==> src/rtl/ps2_kbd_fifo_rx_pkg.sv <==
// Shared definitions for the PS/2 keyboard receiver: frame FSM states,
// special scan codes and the frame validity check.
package ps2_kbd_fifo_rx_pkg;

    typedef enum logic [1:0] {
        ST_IDLE   = 2'd0,
        ST_DATA   = 2'd1,
        ST_PARITY = 2'd2,
        ST_STOP   = 2'd3
    } rx_state_t;

    localparam logic [7:0] PS2_BRK    = 8'hF0;
    localparam logic [7:0] PS2_EXT    = 8'hE0;
    localparam logic [7:0] PS2_LSHIFT = 8'h12;
    localparam logic [7:0] PS2_RSHIFT = 8'h59;
    localparam logic [7:0] PS2_CAPS   = 8'h58;
    localparam logic [7:0] ASCII_NONE = 8'h00;

    // A frame is good when data+parity hold an odd number of ones and stop=1.
    function automatic logic frame_ok(input logic [7:0] data, input logic parity,
                                      input logic stop);
        return (^{data, parity}) & stop;
    endfunction

endpackage

==> src/rtl/ps2_kbd_fifo_rx_if.sv <==
// Bus between the PS/2 receiver and its surroundings: raw PS/2 lines,
// FIFO read strobe, and the character/status outputs.
interface ps2_kbd_fifo_rx_if #(
    parameter int FIFO_DEPTH = 16
);
    localparam int CW = $clog2(FIFO_DEPTH) + 1;

    logic          ps2d;
    logic          ps2c;
    logic          rd_en;
    logic [7:0]    ascii;
    logic          valid;
    logic [CW-1:0] count;
    logic          overflow;
    logic          frame_err;
    logic          shift_held;
    logic          caps_lock;

    // System / keyboard side: drives the lines and the read strobe.
    modport master (
        output ps2d, ps2c, rd_en,
        input  ascii, valid, count, overflow, frame_err, shift_held, caps_lock
    );

    // Receiver side.
    modport slave (
        input  ps2d, ps2c, rd_en,
        output ascii, valid, count, overflow, frame_err, shift_held, caps_lock
    );
endinterface

==> src/rtl/ps2_kbd_fifo_rx_key2ascii.sv <==
// Scan-code set 2 to ASCII translation for the main alphanumeric block.
// Letters honour i_upper; digits and symbols pick their shifted glyph on
// i_shifted. Unmapped codes give ASCII_NONE.
module ps2_key2ascii
    import ps2_kbd_fifo_rx_pkg::*;
(
    input  logic [7:0] i_scan_code,
    input  logic       i_upper,
    input  logic       i_shifted,
    output logic [7:0] o_ascii
);

    logic [7:0] w_base;
    logic [7:0] w_alt;
    logic       w_letter;

    // Table lookup: base glyph and shifted glyph for each code.
    always_comb begin
        w_base = ASCII_NONE;
        w_alt  = ASCII_NONE;
        case (i_scan_code)
            8'h1C: w_base = "a";   8'h32: w_base = "b";   8'h21: w_base = "c";
            8'h23: w_base = "d";   8'h24: w_base = "e";   8'h2B: w_base = "f";
            8'h34: w_base = "g";   8'h33: w_base = "h";   8'h43: w_base = "i";
            8'h3B: w_base = "j";   8'h42: w_base = "k";   8'h4B: w_base = "l";
            8'h3A: w_base = "m";   8'h31: w_base = "n";   8'h44: w_base = "o";
            8'h4D: w_base = "p";   8'h15: w_base = "q";   8'h2D: w_base = "r";
            8'h1B: w_base = "s";   8'h2C: w_base = "t";   8'h3C: w_base = "u";
            8'h2A: w_base = "v";   8'h1D: w_base = "w";   8'h22: w_base = "x";
            8'h35: w_base = "y";   8'h1A: w_base = "z";
            8'h45: {w_base, w_alt} = "0)";
            8'h16: {w_base, w_alt} = "1!";
            8'h1E: {w_base, w_alt} = "2@";
            8'h26: {w_base, w_alt} = "3#";
            8'h25: {w_base, w_alt} = "4$";
            8'h2E: {w_base, w_alt} = "5%";
            8'h36: {w_base, w_alt} = "6^";
            8'h3D: {w_base, w_alt} = "7&";
            8'h3E: {w_base, w_alt} = "8*";
            8'h46: {w_base, w_alt} = "9(";
            8'h0E: {w_base, w_alt} = "`~";
            8'h4E: {w_base, w_alt} = "-_";
            8'h55: {w_base, w_alt} = "=+";
            8'h54: {w_base, w_alt} = "[{";
            8'h5B: {w_base, w_alt} = "]}";
            8'h5D: {w_base, w_alt} = {8'h5C, 8'h7C};
            8'h4C: {w_base, w_alt} = ";:";
            8'h52: {w_base, w_alt} = {8'h27, 8'h22};
            8'h41: {w_base, w_alt} = ",<";
            8'h49: {w_base, w_alt} = ".>";
            8'h4A: {w_base, w_alt} = "/?";
            8'h29: {w_base, w_alt} = {8'h20, 8'h20};
            8'h5A: {w_base, w_alt} = {8'h0D, 8'h0D};
            8'h66: {w_base, w_alt} = {8'h08, 8'h08};
            8'h0D: {w_base, w_alt} = {8'h09, 8'h09};
            8'h76: {w_base, w_alt} = {8'h1B, 8'h1B};
            default: ;
        endcase
    end

    // Case selection: letters shift by 0x20, everything else picks a column.
    always_comb begin
        w_letter = (w_base >= 8'h61) && (w_base <= 8'h7A);
        if (w_letter)
            o_ascii = i_upper ? (w_base - 8'h20) : w_base;
        else
            o_ascii = i_shifted ? w_alt : w_base;
    end

endmodule

==> src/rtl/ps2_kbd_fifo_rx.sv <==
// PS/2 keyboard receiver: synchronise and deglitch the lines, capture
// 11-bit frames, decode make/break/extended prefixes and modifiers, and
// queue translated characters in a first-word-fall-through FIFO.
module ps2_kbd_fifo_rx
    import ps2_kbd_fifo_rx_pkg::*;
#(
    parameter int FIFO_DEPTH  = 16,
    parameter int FILTER_LEN  = 8,
    parameter int TIMEOUT_CYC = 200000
) (
    input  logic              i_sysclk,
    input  logic              i_reset_n,
    ps2_kbd_fifo_rx_if.slave  io_bus
);

    localparam int AW  = $clog2(FIFO_DEPTH);
    localparam int CW  = AW + 1;
    localparam int FCW = $clog2(FILTER_LEN + 1);
    localparam int WDW = $clog2(TIMEOUT_CYC + 1);

    // Line synchroniser and ps2c filter
    logic           r_ps2c_meta, r_ps2c_sync, r_ps2d_meta, r_ps2d_sync;
    logic [FCW-1:0] r_filt_cnt;
    logic           r_filt, r_filt_prev;
    logic           w_fall;

    // Two-flop synchronisers on both asynchronous lines.
    always_ff @(posedge i_sysclk) begin
        if (!i_reset_n) begin
            r_ps2c_meta <= 1'b0;
            r_ps2c_sync <= 1'b0;
            r_ps2d_meta <= 1'b0;
            r_ps2d_sync <= 1'b0;
        end else begin
            r_ps2c_meta <= io_bus.ps2c;
            r_ps2c_sync <= r_ps2c_meta;
            r_ps2d_meta <= io_bus.ps2d;
            r_ps2d_sync <= r_ps2d_meta;
        end
    end

    // Filtered ps2c follows the line only after FILTER_LEN agreeing samples.
    always_ff @(posedge i_sysclk) begin
        if (!i_reset_n) begin
            r_filt_cnt  <= '0;
            r_filt      <= 1'b0;
            r_filt_prev <= 1'b0;
        end else begin
            r_filt_prev <= r_filt;
            if (r_ps2c_sync == r_filt) begin
                r_filt_cnt <= '0;
            end else if (r_filt_cnt == FCW'(FILTER_LEN - 1)) begin
                r_filt     <= r_ps2c_sync;
                r_filt_cnt <= '0;
            end else begin
                r_filt_cnt <= r_filt_cnt + 1'b1;
            end
        end
    end

    assign w_fall = r_filt_prev & ~r_filt;

    // Frame FSM
    rx_state_t      r_state, w_state_next;
    logic [2:0]     r_bit_cnt, w_bit_cnt_next;
    logic [7:0]     r_data, w_data_next;
    logic           r_parity, w_parity_next;
    logic [WDW-1:0] r_wdog;
    logic           w_timeout, w_byte_ok, w_frame_bad;

    assign w_timeout = (r_state != ST_IDLE) && !w_fall && (r_wdog == WDW'(TIMEOUT_CYC - 1));

    // Frame capture state register.
    always_ff @(posedge i_sysclk) begin
        if (!i_reset_n) begin
            r_state   <= ST_IDLE;
            r_bit_cnt <= '0;
            r_data    <= '0;
            r_parity  <= 1'b0;
        end else begin
            r_state   <= w_state_next;
            r_bit_cnt <= w_bit_cnt_next;
            r_data    <= w_data_next;
            r_parity  <= w_parity_next;
        end
    end

    // Next state: bits are taken on each filtered falling edge of ps2c.
    always_comb begin
        w_state_next   = r_state;
        w_bit_cnt_next = r_bit_cnt;
        w_data_next    = r_data;
        w_parity_next  = r_parity;
        w_byte_ok      = 1'b0;
        w_frame_bad    = 1'b0;
        if (w_timeout) begin
            w_state_next = ST_IDLE;
            w_frame_bad  = 1'b1;
        end else begin
            case (r_state)
                ST_IDLE: begin
                    if (w_fall && !r_ps2d_sync) begin
                        w_state_next   = ST_DATA;
                        w_bit_cnt_next = '0;
                    end
                end
                ST_DATA: begin
                    if (w_fall) begin
                        w_data_next    = {r_ps2d_sync, r_data[7:1]};
                        w_bit_cnt_next = r_bit_cnt + 3'd1;
                        if (r_bit_cnt == 3'd7)
                            w_state_next = ST_PARITY;
                    end
                end
                ST_PARITY: begin
                    if (w_fall) begin
                        w_parity_next = r_ps2d_sync;
                        w_state_next  = ST_STOP;
                    end
                end
                ST_STOP: begin
                    if (w_fall) begin
                        w_state_next = ST_IDLE;
                        if (frame_ok(r_data, r_parity, r_ps2d_sync))
                            w_byte_ok = 1'b1;
                        else
                            w_frame_bad = 1'b1;
                    end
                end
                default: w_state_next = ST_IDLE;
            endcase
        end
    end

    // Watchdog: restarted by every fall, idle outside a frame.
    always_ff @(posedge i_sysclk) begin
        if (!i_reset_n)
            r_wdog <= '0;
        else if (r_state == ST_IDLE || w_fall)
            r_wdog <= '0;
        else
            r_wdog <= r_wdog + 1'b1;
    end

    // Accepted byte and error pulse registers.
    logic       r_rx_valid, r_frame_err;
    logic [7:0] r_rx_byte;

    always_ff @(posedge i_sysclk) begin
        if (!i_reset_n) begin
            r_rx_valid  <= 1'b0;
            r_rx_byte   <= '0;
            r_frame_err <= 1'b0;
        end else begin
            r_rx_valid  <= w_byte_ok;
            r_rx_byte   <= r_data;
            r_frame_err <= w_frame_bad;
        end
    end

    // Decoder: prefixes, modifiers and translation
    logic       r_brk, r_ext, r_lshift, r_rshift, r_caps_held, r_caps_lock;
    logic       w_shift_held, w_char_key, w_push;
    logic [7:0] w_key_ascii;

    assign w_shift_held = r_lshift | r_rshift;

    ps2_key2ascii u_key2ascii (
        .i_scan_code (r_rx_byte),
        .i_upper     (w_shift_held ^ r_caps_lock),
        .i_shifted   (w_shift_held),
        .o_ascii     (w_key_ascii)
    );

    // A plain make of a non-modifier key yields a character candidate.
    always_comb begin
        w_char_key = r_rx_valid && !r_brk && !r_ext
                     && (r_rx_byte != PS2_BRK) && (r_rx_byte != PS2_EXT)
                     && (r_rx_byte != PS2_LSHIFT) && (r_rx_byte != PS2_RSHIFT)
                     && (r_rx_byte != PS2_CAPS);
        w_push = w_char_key && (w_key_ascii != ASCII_NONE);
    end

    // Prefix flags and modifier state; any non-prefix byte clears the prefixes.
    always_ff @(posedge i_sysclk) begin
        if (!i_reset_n) begin
            r_brk       <= 1'b0;
            r_ext       <= 1'b0;
            r_lshift    <= 1'b0;
            r_rshift    <= 1'b0;
            r_caps_held <= 1'b0;
            r_caps_lock <= 1'b0;
        end else if (r_rx_valid) begin
            if (r_rx_byte == PS2_BRK) begin
                r_brk <= 1'b1;
            end else if (r_rx_byte == PS2_EXT) begin
                r_ext <= 1'b1;
            end else begin
                r_brk <= 1'b0;
                r_ext <= 1'b0;
                if (!r_ext) begin
                    if (r_brk) begin
                        case (r_rx_byte)
                            PS2_LSHIFT: r_lshift    <= 1'b0;
                            PS2_RSHIFT: r_rshift    <= 1'b0;
                            PS2_CAPS:   r_caps_held <= 1'b0;
                            default: ;
                        endcase
                    end else begin
                        case (r_rx_byte)
                            PS2_LSHIFT: r_lshift <= 1'b1;
                            PS2_RSHIFT: r_rshift <= 1'b1;
                            PS2_CAPS: begin
                                if (!r_caps_held) begin
                                    r_caps_lock <= ~r_caps_lock;
                                    r_caps_held <= 1'b1;
                                end
                            end
                            default: ;
                        endcase
                    end
                end
            end
        end
    end

    // Character FIFO
    logic [7:0]    r_mem [FIFO_DEPTH];
    logic [AW-1:0] r_wr_ptr, r_rd_ptr;
    logic [CW-1:0] r_count;
    logic          r_overflow;
    logic          w_full, w_empty, w_pop, w_wr;

    assign w_full  = (r_count == CW'(FIFO_DEPTH));
    assign w_empty = (r_count == '0);
    assign w_pop   = io_bus.rd_en & ~w_empty;
    // A pop in the same cycle frees the slot, so a full FIFO still accepts.
    assign w_wr    = w_push & (~w_full | w_pop);

    // Storage array, no reset needed.
    always_ff @(posedge i_sysclk) begin
        if (w_wr)
            r_mem[r_wr_ptr] <= w_key_ascii;
    end

    // Pointers, occupancy and sticky overflow.
    always_ff @(posedge i_sysclk) begin
        if (!i_reset_n) begin
            r_wr_ptr   <= '0;
            r_rd_ptr   <= '0;
            r_count    <= '0;
            r_overflow <= 1'b0;
        end else begin
            if (w_wr)
                r_wr_ptr <= r_wr_ptr + 1'b1;
            if (w_pop)
                r_rd_ptr <= r_rd_ptr + 1'b1;
            case ({w_wr, w_pop})
                2'b10:   r_count <= r_count + 1'b1;
                2'b01:   r_count <= r_count - 1'b1;
                default: ;
            endcase
            if (w_push && !w_wr)
                r_overflow <= 1'b1;
        end
    end

    assign io_bus.ascii      = w_empty ? ASCII_NONE : r_mem[r_rd_ptr];
    assign io_bus.valid      = ~w_empty;
    assign io_bus.count      = r_count;
    assign io_bus.overflow   = r_overflow;
    assign io_bus.frame_err  = r_frame_err;
    assign io_bus.shift_held = w_shift_held;
    assign io_bus.caps_lock  = r_caps_lock;

endmodule

==> src/flat_wrapper.sv <==
// flat-port wrapper written by rule: the top's interface ports become plain ports
module ps2_kbd_fifo_rx_flat import ps2_kbd_fifo_rx_pkg::*;
#(
    parameter int FIFO_DEPTH  = 16,
    parameter int FILTER_LEN  = 8,
    parameter int TIMEOUT_CYC = 200000
)
  (i_sysclk, i_reset_n, io_bus_ps2d, io_bus_ps2c, io_bus_rd_en, io_bus_ascii, io_bus_valid, io_bus_count, io_bus_overflow, io_bus_frame_err, io_bus_shift_held, io_bus_caps_lock);
  ps2_kbd_fifo_rx_if #(.FIFO_DEPTH(FIFO_DEPTH)) io_bus_i ();
  input  logic i_sysclk;
  input  logic i_reset_n;
  input wire logic [$bits(io_bus_i.ps2d)-1:0] io_bus_ps2d;
  input wire logic [$bits(io_bus_i.ps2c)-1:0] io_bus_ps2c;
  input wire logic [$bits(io_bus_i.rd_en)-1:0] io_bus_rd_en;
  output wire logic [$bits(io_bus_i.ascii)-1:0] io_bus_ascii;
  output wire logic [$bits(io_bus_i.valid)-1:0] io_bus_valid;
  output wire logic [$bits(io_bus_i.count)-1:0] io_bus_count;
  output wire logic [$bits(io_bus_i.overflow)-1:0] io_bus_overflow;
  output wire logic [$bits(io_bus_i.frame_err)-1:0] io_bus_frame_err;
  output wire logic [$bits(io_bus_i.shift_held)-1:0] io_bus_shift_held;
  output wire logic [$bits(io_bus_i.caps_lock)-1:0] io_bus_caps_lock;
  assign io_bus_i.ps2d = io_bus_ps2d;
  assign io_bus_i.ps2c = io_bus_ps2c;
  assign io_bus_i.rd_en = io_bus_rd_en;
  assign io_bus_ascii = io_bus_i.ascii;
  assign io_bus_valid = io_bus_i.valid;
  assign io_bus_count = io_bus_i.count;
  assign io_bus_overflow = io_bus_i.overflow;
  assign io_bus_frame_err = io_bus_i.frame_err;
  assign io_bus_shift_held = io_bus_i.shift_held;
  assign io_bus_caps_lock = io_bus_i.caps_lock;
  ps2_kbd_fifo_rx #(.FIFO_DEPTH(FIFO_DEPTH), .FILTER_LEN(FILTER_LEN), .TIMEOUT_CYC(TIMEOUT_CYC)) u_core (.i_sysclk(i_sysclk), .i_reset_n(i_reset_n), .io_bus(io_bus_i));
endmodule
==> config.mk <==
export PLATFORM = sky130hd
export DESIGN_NAME = ps2_kbd_fifo_rx_flat
export DESIGN_NICKNAME = d
export VERILOG_FILES = /design/src/rtl/ps2_kbd_fifo_rx_pkg.sv /design/src/rtl/ps2_kbd_fifo_rx_if.sv /design/src/rtl/ps2_kbd_fifo_rx_key2ascii.sv /design/src/rtl/ps2_kbd_fifo_rx.sv /design/src/flat_wrapper.sv
export SDC_FILE = /design/constraint.sdc
export NUM_CORES = 1
export LEC_CHECK = 0
export CORE_ASPECT_RATIO = 0.8
export CORE_MARGIN = 2
export CORE_UTILIZATION = 60
export CTS_CLUSTER_DIAMETER = 60
export CTS_CLUSTER_SIZE = 40
export DETAILED_ROUTE_END_ITERATION = 8
export DONT_BUFFER_PORTS = 1
export PLACE_DENSITY = 0.76
export SLEW_MARGIN = 10
export SYNTH_ARGS = -nofsm -noshare
export SYNTH_HDL_FRONTEND = slang
export SYNTH_HIERARCHICAL = 1
export SYNTH_SLANG_ARGS = --single-unit
==> constraint.sdc <==
create_clock -name i_sysclk -period 11.8 [get_ports i_sysclk]
set_clock_uncertainty 0.1 [all_clocks]
set_input_delay 1.18 -clock i_sysclk [delete_from_list [all_inputs] [get_ports i_sysclk]]
set_output_delay 1.18 -clock i_sysclk [all_outputs]
set_load 0.01 [all_outputs]
==> impl_metrics.toml <==
[logic_synthesis]
yosysWarnings = 6
ys.flop_type = "edfxtp_1"
synth_cells = 796
ys_ff_latch = 204
yosys.area.top_type = "edfxtp_1"
yosys.area.top_type_share_pct = 39.1
synth_edf_count = 128
yosysSeqAreaShare_pct = 54.6
synth-async-reset-ratio_pct = 0
synth.distinct_cells = 91
syn_nets = 819
post_synth.cell_area_avg_um2 = 12.3
synthTopCellsByArea = "edfxtp_1 39%, dfxtp_1 15%, mux4_2 9.2%"
syn-cell-area_um2 = 9820

[worst_setup_path]
crit_chain = "nor4b_1 -> a32oi_1 -> nand4_1 -> nor2_1 -> nand2_1 -> nor3_1 -> ha_1 -> o21a_1 -> a21oi_1 -> nor4_1 -> nand2_1 -> o2111ai_1 -> nor2_1 -> nand2_1 -> nor3_1"
r2r_slack_ns = 5.61
endpoint_kind = "register"
arrival_ns = 6.19
r2r-end = "u_core/r_mem[0][2]"
path_max_fanout = 23
worstSetupStartpoint = "u_core/r_rx_byte[5]"
crit_buf_inv = 0
start_kind = "register"
path_delay_family = "simple AND/OR/NAND/NOR gates"
crit_cells = 15
crit_type = "register to register"
critical_path.max_stage_delay_ns = 0.91
ff2ff_path_depth = 15
crit_required_ns = 11.80
crit_slowest_cell = "nor4b_1"
endpoint = "u_core/r_mem[0][2]"
critical_path.reg2reg.startpoint = "u_core/r_rx_byte[5]"
cpMostUsedCell = "nand2_1"

[cells_and_area]
finalNetCount = 802
antenna_cells = 0
final_cell_mix = "128 x edfxtp_1, 92 x nor2_1, 74 x dfxtp_1, 52 x nand2_1, 40 x mux4_2"
postLayoutCoreUtil_pct = 64.9
stdcell_area_um2 = 10300
final_common_cell = "edfxtp_1"
syn2layout_area_growth_pct = 5.08
fin_cells = 1000
drive_gt1_share_pct = 12.6

[flow_run]
maxCapViolCount = 0

[clocking]
cts_buffer_depth = 3
cts_num_sinks = 204
cts_root_buf = "clkbuf_16"
cts_hold_buffers = 0
clk_pin_slew_ns = 0.10
clkLatencyLatePin_ns = 0.46
htree_levels = 1
cts_tree = "done"
cts_made_buffers = 13
post_cts_buffers = 0
cts_resized = 0

[detailed_routing]
vias = 6573
drt_iter0_markers = 619
route.detailed.drc = 0
dr.pass1.iters = 7
ant_nets = 0
routed_wl_um = 22800
drt-wirelength-per-cell_um = 22.8
avgViaCountPerCell = 6.57

[timing]
period_minus_slack_ns = 6.19
setup_slack_ns = 5.61
fmax_ghz = 0.162
slew_headroom_pct = 15.4
final_hold_viol_count = 0
worstMarginPinSlew_ns = 1.26
setup_viol = 0
rsz0062_at_grt = "false"
finalCritPeriodShare_pct = 52.4
finalSetupTns_ns = 0
worst_hold_slack_ns = 0.349
slew_violations = 0

[global_routing]
grt_remaining_overflow = 0
grt_antenna_before_repair = 0
grt_usage_pct = 26.1
grt_pass1_wl_um = 35100
grt_pass1_vias = 6139
grt_start_max_net_pins = 46

[power]
peakVddDrop_mv = 0.127
power_density_nw_per_um2 = 128
finalPower_mw = 1.32
p_leak_nw = 3.10

[floorplan]
chipHeight_um = 118
coreArea_um2 = 15900
num_rows = 41
io-pin-count = 23
chipWidth_um = 147
start_util_pct = 61.7
die-area_um2 = 17400

[placed_design]
pre_cts_ws_ns = 5.78
place.gp.congestion = 0.992
place_inst = 979
dp_hpwl_um = 15800
port_buffers = 0
dpl_cell_area_um2 = 9900

[status]
outcome = "completed"

[min_path]
holdCritPathClass = "register to register"
worst register-to-register path, cell delays in order, from the launching register on:
cell       delay, ns
dfxtp_1         0.85
nor4b_1         0.92
a32oi_1         0.24
nand4_1         0.29
nor2_1          0.11
nand2_1         0.11
nor3_1          0.10
ha_1            0.29
o21a_1          0.11
a21oi_1         0.86
nor4_1          0.09
nand2_1         0.14
o2111ai_1       0.20
nor2_1          0.35
nand2_1         0.18
nor3_1          0.90
per-layer routing:
| layer | vias to the layer above | part of all wire, % | track usage [%] |
|---|---|---|---|
| met5 | - | 0 | 0 |
| met1 | 3214 | 42 | 38.0 |
| met3 | 41 | 11 | 6.99 |
| met4 | 0 | 2.1 | 5.89 |
| met2 | 352 | 45 | 39.7 |
| li1 | 2966 | - | - |
how the worst min path moves through the flow:
| stage | from | end | slack (ns) | cells past startpoint |
|---|---|---|---|---|
| finish | u_core/r_ps2c_meta | u_core/r_ps2c_sync | 0.35 | 1 |
| detailed placement | u_core/r_ps2d_meta | u_core/r_ps2d_sync | 0.33 | 1 |
| global route | u_core/r_ps2d_meta | u_core/r_ps2d_sync | 0.36 | 1 |
| floorplan | u_core/r_ps2c_meta | u_core/r_ps2c_sync | 0.31 | 1 |
| global placement | u_core/r_ps2c_meta | u_core/r_ps2c_sync | 0.31 | 1 |
| CTS | u_core/r_ps2c_meta | u_core/r_ps2c_sync | 0.35 | 1 |
power by group:
group	total [mW]	internal, mW	leakage (nW)	switching, mW
Sequential	0.763	0.754	1.50	0.00835
Combinational	0.0964	0.0364	1.40	0.0600
Clock	0.461	0.216	0.199	0.244
cells in the mapped netlist (15+ instances only):
cell type and count:
edfxtp_1 128, nor2_1 92, dfxtp_1 76, nand2_1 52, mux4_2 40, a21oi_1 35, nand3_1 24, xor2_1 23
inv_1 22, and2_1 18, nor3_1 18, ha_1 17, o21ai_0 17, xnor2_1 16, clkbuf_1 15
flip-flops by register name, summed over array words and instances, names as in the netlist, 2 cells and up, named ones only:
name,cells
u_core/io_bus.count,5
u_core/r_bit_cnt,3
u_core/r_data,8
u_core/r_filt_cnt,4
u_core/r_mem,128
u_core/r_rd_ptr,4
u_core/r_rx_byte,8
u_core/r_state,2
u_core/r_wdog,18
u_core/r_wr_ptr,4
area by class of cell:
cell class | instances | area [um2]
fill | 1158 | 5580
sequential | 204 | 5370
multi-input combinational | 526 | 4100
clock buffer | 15 | 333
tap | 215 | 269
timing repair buffer | 12 | 90.1
inverter | 22 | 82.6
clock inverter | 6 | 81.3
logic make-up (layout without fill, tap and decap cells):
group	Yosys count	after routing	share of synthesized area (%)
AND/OR/NAND/NOR	299	299	16.6
flip-flops	204	204	54.6
AO/OA/AOI/OAI	121	121	8.88
buffers and inverters	66	55	3.66
multiplexers	48	48	10.1
XOR/XNOR	40	40	3.71
adder cells (fa/ha/maj)	18	18	2.37
Note: power is estimated with default switching activity, not from simulation.
